$ cat src/rtl/hilo_divider_unit.sv
// HI/LO register pair with a single-cycle multiplier and a 32-step radix-2
// restoring divider for the execute stage; stalls the pipeline while dividing.
module hilo_divider_unit #(
  parameter int WIDTH = 32,
  parameter int CNT_W = 6
) (
  input  logic             clk,
  input  logic             resetn,
  input  logic             hl_we,
  input  logic [5:0]       funct,
  input  logic [WIDTH-1:0] src_a,
  input  logic [WIDTH-1:0] src_b,
  input  logic             flush,
  output logic [WIDTH-1:0] hi_o,
  output logic [WIDTH-1:0] lo_o,
  output logic             stall_o,
  output logic             busy_o
);

  localparam logic [5:0] F_MTHI  = 6'h11;
  localparam logic [5:0] F_MTLO  = 6'h13;
  localparam logic [5:0] F_MULT  = 6'h18;
  localparam logic [5:0] F_MULTU = 6'h19;
  localparam logic [5:0] F_DIV   = 6'h1A;
  localparam logic [5:0] F_DIVU  = 6'h1B;

  typedef enum logic [1:0] {
    S_IDLE = 2'd0,
    S_RUN  = 2'd1,
    S_DONE = 2'd2
  } state_t;

  state_t           r_state;
  logic [WIDTH-1:0] r_hi;
  logic [WIDTH-1:0] r_lo;
  logic [WIDTH-1:0] r_rem;
  logic [WIDTH-1:0] r_quo;
  logic [WIDTH-1:0] r_dvs;
  logic [WIDTH-1:0] r_a_raw;
  logic             r_q_neg;
  logic             r_r_neg;
  logic             r_dz;
  logic [CNT_W-1:0] r_cnt;

  logic               w_is_div_op;
  logic               w_signed_div;
  logic               w_a_neg;
  logic               w_b_neg;
  logic [WIDTH-1:0]   w_a_mag;
  logic [WIDTH-1:0]   w_b_mag;
  logic               w_mul_sx;
  logic [2*WIDTH-1:0] w_mul_a;
  logic [2*WIDTH-1:0] w_mul_b;
  logic [2*WIDTH-1:0] w_prod;
  logic [WIDTH:0]     w_rem_sh;
  logic [WIDTH:0]     w_diff;
  logic [WIDTH-1:0]   w_quo_fix;
  logic [WIDTH-1:0]   w_rem_fix;

  assign w_is_div_op  = hl_we && ((funct == F_DIV) || (funct == F_DIVU));
  assign w_signed_div = (funct == F_DIV);
  assign w_a_neg      = w_signed_div && src_a[WIDTH-1];
  assign w_b_neg      = w_signed_div && src_b[WIDTH-1];
  assign w_a_mag      = w_a_neg ? -src_a : src_a;
  assign w_b_mag      = w_b_neg ? -src_b : src_b;

  // Low 2*WIDTH bits of a product are sign-agnostic once the operands are
  // extended to full width, so one multiplier serves MULT and MULTU.
  assign w_mul_sx = (funct == F_MULT);
  assign w_mul_a  = {{WIDTH{w_mul_sx & src_a[WIDTH-1]}}, src_a};
  assign w_mul_b  = {{WIDTH{w_mul_sx & src_b[WIDTH-1]}}, src_b};
  assign w_prod   = w_mul_a * w_mul_b;

  // Dividend bits shift out of r_quo's MSB while quotient bits shift in at its LSB.
  assign w_rem_sh = {r_rem, r_quo[WIDTH-1]};
  assign w_diff   = w_rem_sh - {1'b0, r_dvs};

  assign w_quo_fix = r_q_neg ? -r_quo : r_quo;
  assign w_rem_fix = r_r_neg ? -r_rem : r_rem;

  assign hi_o    = r_hi;
  assign lo_o    = r_lo;
  assign busy_o  = (r_state != S_IDLE);
  assign stall_o = !flush && (((r_state == S_IDLE) && w_is_div_op) || (r_state == S_RUN));

  // NOTE: every register here is updated with <= so all reads in this block see
  // pre-edge values; the divider working registers are reset too, keeping an
  // aborted divide from leaving stale state behind.
  always_ff @(posedge clk or negedge resetn) begin
    if (!resetn) begin
      r_state <= S_IDLE;
      r_hi    <= '0;
      r_lo    <= '0;
      r_rem   <= '0;
      r_quo   <= '0;
      r_dvs   <= '0;
      r_a_raw <= '0;
      r_q_neg <= 1'b0;
      r_r_neg <= 1'b0;
      r_dz    <= 1'b0;
      r_cnt   <= '0;
    end else if (flush) begin
      r_state <= S_IDLE;
    end else begin
      case (r_state)
        S_IDLE: begin
          if (hl_we) begin
            case (funct)
              F_MTHI: r_hi <= src_a;
              F_MTLO: r_lo <= src_a;
              F_MULT, F_MULTU: begin
                r_hi <= w_prod[2*WIDTH-1:WIDTH];
                r_lo <= w_prod[WIDTH-1:0];
              end
              F_DIV, F_DIVU: begin
                r_quo   <= w_a_mag;
                r_dvs   <= w_b_mag;
                r_rem   <= '0;
                r_a_raw <= src_a;
                r_q_neg <= w_a_neg ^ w_b_neg;
                r_r_neg <= w_a_neg;
                r_dz    <= (src_b == '0);
                r_cnt   <= '0;
                r_state <= S_RUN;
              end
              default: ;
            endcase
          end
        end
        S_RUN: begin
          if (!w_diff[WIDTH]) begin
            r_rem <= w_diff[WIDTH-1:0];
            r_quo <= {r_quo[WIDTH-2:0], 1'b1};
          end else begin
            r_rem <= w_rem_sh[WIDTH-1:0];
            r_quo <= {r_quo[WIDTH-2:0], 1'b0};
          end
          r_cnt <= r_cnt + 1'b1;
          if (r_cnt == CNT_W'(WIDTH - 1)) begin
            r_state <= S_DONE;
          end
        end
        S_DONE: begin
          if (r_dz) begin
            r_lo <= '1;
            r_hi <= r_a_raw;
          end else begin
            r_lo <= w_quo_fix;
            r_hi <= w_rem_fix;
          end
          r_state <= S_IDLE;
        end
        default: r_state <= S_IDLE;
      endcase
    end
  end

endmodule

$ cat config.mk
export PLATFORM = sky130hd
export DESIGN_NAME = hilo_divider_unit
export DESIGN_NICKNAME = d
export VERILOG_FILES = /design/src/rtl/hilo_divider_unit.sv
export SDC_FILE = /design/constraint.sdc
export NUM_CORES = 2
export LEC_CHECK = 0
export BUFFER_PORTS_ARGS = -buffer_cell sky130_fd_sc_hd__buf_2
export CORE_AREA = 5 5 311 434
export DETAILED_ROUTE_END_ITERATION = 12
export DIE_AREA = 0 0 316 439
export PLACE_DENSITY_LB_ADDON = 0.08
export SLEW_MARGIN = 30
export SYNTH_ARGS = -nofsm -noshare
export SYNTH_HDL_FRONTEND = slang
export SYNTH_SLANG_ARGS = --single-unit
$ cat constraint.sdc
create_clock -name clk -period 9 [get_ports clk]
set_input_delay 0.9 -clock clk [delete_from_list [all_inputs] [get_ports clk]]
set_output_delay 0.9 -clock clk [all_outputs]
set_load 0.01 [all_outputs]
Word level (Yosys, flattened, before mapping)

Index checks and enable logic that the tools add are counted.

Add/subtract/negate cells: 6
$mul: 1
Equal/unequal tests: 16
Multiplexer cells: 28
Bitwise operators: 4
Reduce and logical (&&, ||, !) cells: 20

Operator list:

| operator                                             | number |
|---|---|
| 2-to-1 mux 32 bit                                    | 13 |
| case mux 32 bit (2 select lines)                     | 6 |
| negation 32 bit                                      | 4 |
| multiplier 33 x 33 -> 64 bit                         | 1 |
| equality test 6 x 5 -> 1 bit (second input constant) | 7 |
| subtractor 33 x 32 -> 33 bit                         | 1 |
| zero test 32 bit                                     | 1 |
| AND reduction 4 bit                                  | 4 |
| 2-to-1 mux 6 bit                                     | 2 |
| case mux 6 bit (2 select lines)                      | 1 |
| 2-to-1 mux 2 bit                                     | 4 |
| adder 6 x 1 -> 6 bit (second input constant)         | 1 |
| != test 3 x 1 -> 1 bit (second input constant)       | 2 |
| != test 3 x 2 -> 1 bit (second input constant)       | 2 |
| nonzero test 2 bit                                   | 3 |
| logical AND 1 bit                                    | 5 |
| case mux 2 bit (2 select lines)                      | 1 |
| OR reduction 2 bit                                   | 2 |
| != test 3 bit (second input constant)                | 1 |
| AND reduction 3 bit                                  | 1 |
| AND 1 bit                                            | 2 |
| equality test 2 x 1 -> 1 bit (second input constant) | 1 |
| equality test 2 bit (second input constant)          | 1 |
| zero test 2 bit                                      | 1 |
| 7 further kinds                                      | 8 |

Flip-flop bits (word level): 203
Input port bits: 74
Word-level logic and storage cells: 86

Longest topological paths before layout

Depth in word-level cells: 6
Depth in mapped cells: 36
Mapped depth without buffers: 32

Worst setup path before layout

OpenSTA, ideal clock, no wires.

Path type: input -> register
Start: input port funct[5]
End: register r_hi[25] (netlist: hi_o[25])
Data arrival time: 9.217 ns
Data required time: 8.881 ns
Path slack: -0.337 ns
Stages on the path: 34
Path buffers: 4
Cells stage by stage: nor2_1 -> nand2_1 -> or2_2 -> clkbuf_1 -> nor2_1 -> clkbuf_1 -> and2_1 -> clkbuf_1 -> nand2_1 -> inv_1 -> fa_1 -> inv_1 -> fa_1 -> inv_1 -> fa_1 -> fa_1 -> inv_1 -> fa_1 -> inv_1 -> fa_1 -> inv_1 -> fa_1 -> fa_1 -> inv_1 -> ha_1 -> clkbuf_1 -> a21oi_1 -> o21ai_0 -> a21o_1 -> a221oi_1 -> a21bo_2 -> a31oi_1 -> mux2i_1 -> nand2_1

Longest elaborated chain between the ends: 6

RTL lines:

| item                                | RTL line | text |
|---|---|---|
| from (decl)                         | 10       | `input logic [5:0] funct,` |
| equality test 6 x 5 -> 1 bit        | 69, 108  |  |
| AND 1 bit, on equally long branches | 70, 71   |  |
| multiplier 33 x 33 -> 64 bit        | 72       | `assign w_prod = w_mul_a * w_mul_b;` |
| case mux 32 bit (2 select lines)    | 108      | `case (funct)` |
| 2-to-1 mux 32 bit                   | 107      | `if (hl_we) begin` |
| case mux 32 bit (2 select lines)    | 105      | `case (r_state)` |
| to (signal assigned)                | 109      | `F_MTHI: r_hi <= src_a;` |
| to (signal assigned)                | 112      | `r_hi <= w_prod[2*WIDTH-1:WIDTH];` |
| to (signal assigned)                | 146      | `r_hi <= r_a_raw;` |
| to (decl)                           | 34       | `logic [WIDTH-1:0] r_hi;` |

Parallel ways exist; a longest one is shown, timed or not. The select of a mux whose other input is x is not followed.
A chain may end at the register's enable or synchronous reset.

Worst setup path in the final report

Start: input port funct[5]
End: register r_hi[29] (netlist: hi_o[29])

Same word-level chain as after synthesis.

==> impl_metrics.env <==
export IMPL_ys_flop_type="dfrtp_1"
export IMPL_layout_commonest_cell="inv_1"
export IMPL_drv_cap=0
export IMPL_grt_pass1_wl_um=289000
export IMPL_grt_max_degree=75
export IMPL_htree_levels=1
export IMPL_dp_hpwl_um=162000
export IMPL_ff2ff_path_depth=15
export IMPL_critical_path_class="in2reg"
export IMPL_syn_num_nets=7446
export IMPL_yosysWarnings=0
export IMPL_syn_inst=5997
export IMPL_grt_overflow_total=0
export IMPL_grtUsageTotal=0.280
export IMPL_cp_slowest_cell="fa_1"
export IMPL_numClockSinks=203
export IMPL_final_cell_mix="1198 x inv_1, 1185 x nand2_1, 1124 x fa_1"
export IMPL_clock_latency_ps=570
export IMPL_setup_viol=0
export IMPL_area_growth_pct=10.8
export IMPL_drt_initial_drc_count=2341
export IMPL_crit_arrival_ps=9090
export IMPL_numPlacedInstances=7918
export IMPL_cts_root_buffer="clkbuf_16"
export IMPL_synth_top_area_frac=0.435
export IMPL_cts_tree="done"
export IMPL_hp_class="in2async"
export IMPL_wl_um=193000
export IMPL_io_pins=140
export IMPL_first_global_vias=44400
export IMPL_wire_per_inst_um=24.3
export IMPL_die_x_um=316
export IMPL_vias=41200
export IMPL_die_area_um2=139000
export IMPL_fin_setup_tns_ps=0
export IMPL_crit_path_start_kind="input port"
export IMPL_core_area_um2=131000
export IMPL_setup_ws_ps=329
export IMPL_max_freq_ghz=0.115
export IMPL_place_port_buffers=139
export IMPL_synthDistinctLibCells=80
export IMPL_synthArstFlopShare=1.00
export IMPL_placementRows=157
export IMPL_fin_crit_ps=8670
export IMPL_rsz0062_at_grt="false"
export IMPL_cpMostUsedCell="fa_1"
export IMPL_drt_pass1_iterations=6
export IMPL_status="finished, final reports clean"
export IMPL_vias_per_cell=5.18
export IMPL_synth_area_leaders="fa_1 43%, dfrtp_1 9.8%, inv_1 8.7%"
export IMPL_ys_ff_latch=203
export IMPL_clockBufferDepth=3
export IMPL_stdcell_count=7958
export IMPL_detail_route_antenna_nets=0
export IMPL_place_congestion=0.930
export IMPL_antenna_found_initial=14
export IMPL_hold_viol=0
export IMPL_fin_worst_skew_ps=34.8
export IMPL_min_period_over_period=0.963
export IMPL_layout_nets=7640
export IMPL_crit_path_end_kind="flip-flop"
export IMPL_clk_pin_slew_ps=70
export IMPL_syn_area_per_cell_um2=8.64
export IMPL_tightest_slew_ps=1040
export IMPL_relSlewSlack=0.306
export IMPL_post_cts_buffers=0
export IMPL_dpl_worst_slack_ps=-297
export IMPL_numCtsBuffers=20
export IMPL_drc=0
export IMPL_die_h_um=439
export IMPL_max_stage_delay_ps=560
export IMPL_drive_above_1_share=0.106
export IMPL_synth_area_um2=51800
export IMPL_start_util=0.397
export IMPL_cp_max_fo=7
export IMPL_synth_largest_area_cell="fa_1"
export IMPL_seq_area_frac_synth=0.0980
export IMPL_slew_violations=0
export IMPL_required_ps=9420
export IMPL_synth_edf_count=0
-- layer usage --
layer / vias to the layer above / wire, µm / share of wire / track usage
met2: 1105 / 97400 / 0.50 / 0.498
met1: 21400 / 74000 / 0.38 / 0.337
met3: 305 / 8250 / 0.043 / 0.0236
li1: 18400 / - / - / -
met5: - / 0 / 0 / 0
met4: 0 / 13500 / 0.070 / 0.151
-- critical path: cells and delay by family --
family          cells  cell delay [ps]
fa+ha+maj           9             4270
simple gates        6             1360
compound gates      6             1220
buf+inv             9             1150
xor+xnor            1              190
-- layout make-up --
| class | count | area, µm² |
|---|---|---|
| Timing Repair Buffer | 555 | 4100 |
| Sequential cell | 203 | 5080 |
| Multi-Input combinational cell | 4210 | 40900 |
| Inverter | 1201 | 4510 |
| Tap cell | 1749 | 2190 |
| Antenna cell | 5 | 12.5 |
| Clock inverter | 8 | 71.3 |
| Fill cell | 13200 | 73200 |
| Clock buffer | 27 | 577 |
-- path summary, 6_finish.rpt --
kind	from	to	slack, ps
worst min-delay path	resetn	r_cnt[3]	270
worst min register to register	lo_o[4]	lo_o[4]	470
worst max-delay path	funct[5]	hi_o[29]	330
min in group clk	lo_o[4]	lo_o[4]	470
max in group asynchronous	resetn	r_dvs[17]	7490
worst max register to register	r_quo[31]	r_rem[28]	4520
-- repair_timing --
item,CTS,global route
endpoints found under the hold margin,0,0
resized for setup,0,6
setup endpoints to repair,0,5
hold buffers,0,0
-- state kept, by name (all words and copies together), names as in the netlist --
name     flops
hi_o        32
r_a_raw     32
r_r_neg      1
r_cnt        6
r_q_neg      1
r_state      2
lo_o        32
r_dz         1
r_quo       32
r_rem       32
r_dvs       32
-- metrics by stage --
stage	area [µm²]	hold WS (ps)	util
final	57400	273	0.440
after global routing	57400	324	0.440
after CTS	57400	305	0.439
after detailed placement	56700	459	0.434
after global placement	56700	455	0.434
after floorplan	51900	441	-
-- cell families after synthesis --
logic type                 Yosys count  synth area share
AOI/OAI and AO/OA                  718            0.0861
xor gates and xnor gates           210            0.0355
adders and majority gates         1375             0.495
buffers and inverters             1584             0.115
DFF                                203            0.0980
muxes                               46           0.00905
and+or+nand+nor                   1861             0.161
-- cells in the mapped netlist, types with 14 or more instances --
master       n
xnor2_1    122
nor4_1      16
o41ai_1     14
nand3_1     43
a31oi_1     31
or4_1       17
nor2b_1     14
nand2_1   1185
o21ai_0    260
nand2b_1    17
ha_1       249
and2_1     291
fa_1      1126
or3_1       20
a21oi_1    136
xor2_1      88
nor2_1     129
o211ai_1    27
dfrtp_1    203
clkbuf_1   316
o22ai_1     19
a21o_1      59
nor3_1      36
o21ai_1     23
nand4_1     19
o21a_1      14
inv_1     1201
o31ai_1     38
buf_1       63
or2_2       15
and3_1      30
mux2i_1     39
Power is not shown: default switching activity piles up to over one toggle a cycle in this logic, so the estimate is an artifact.
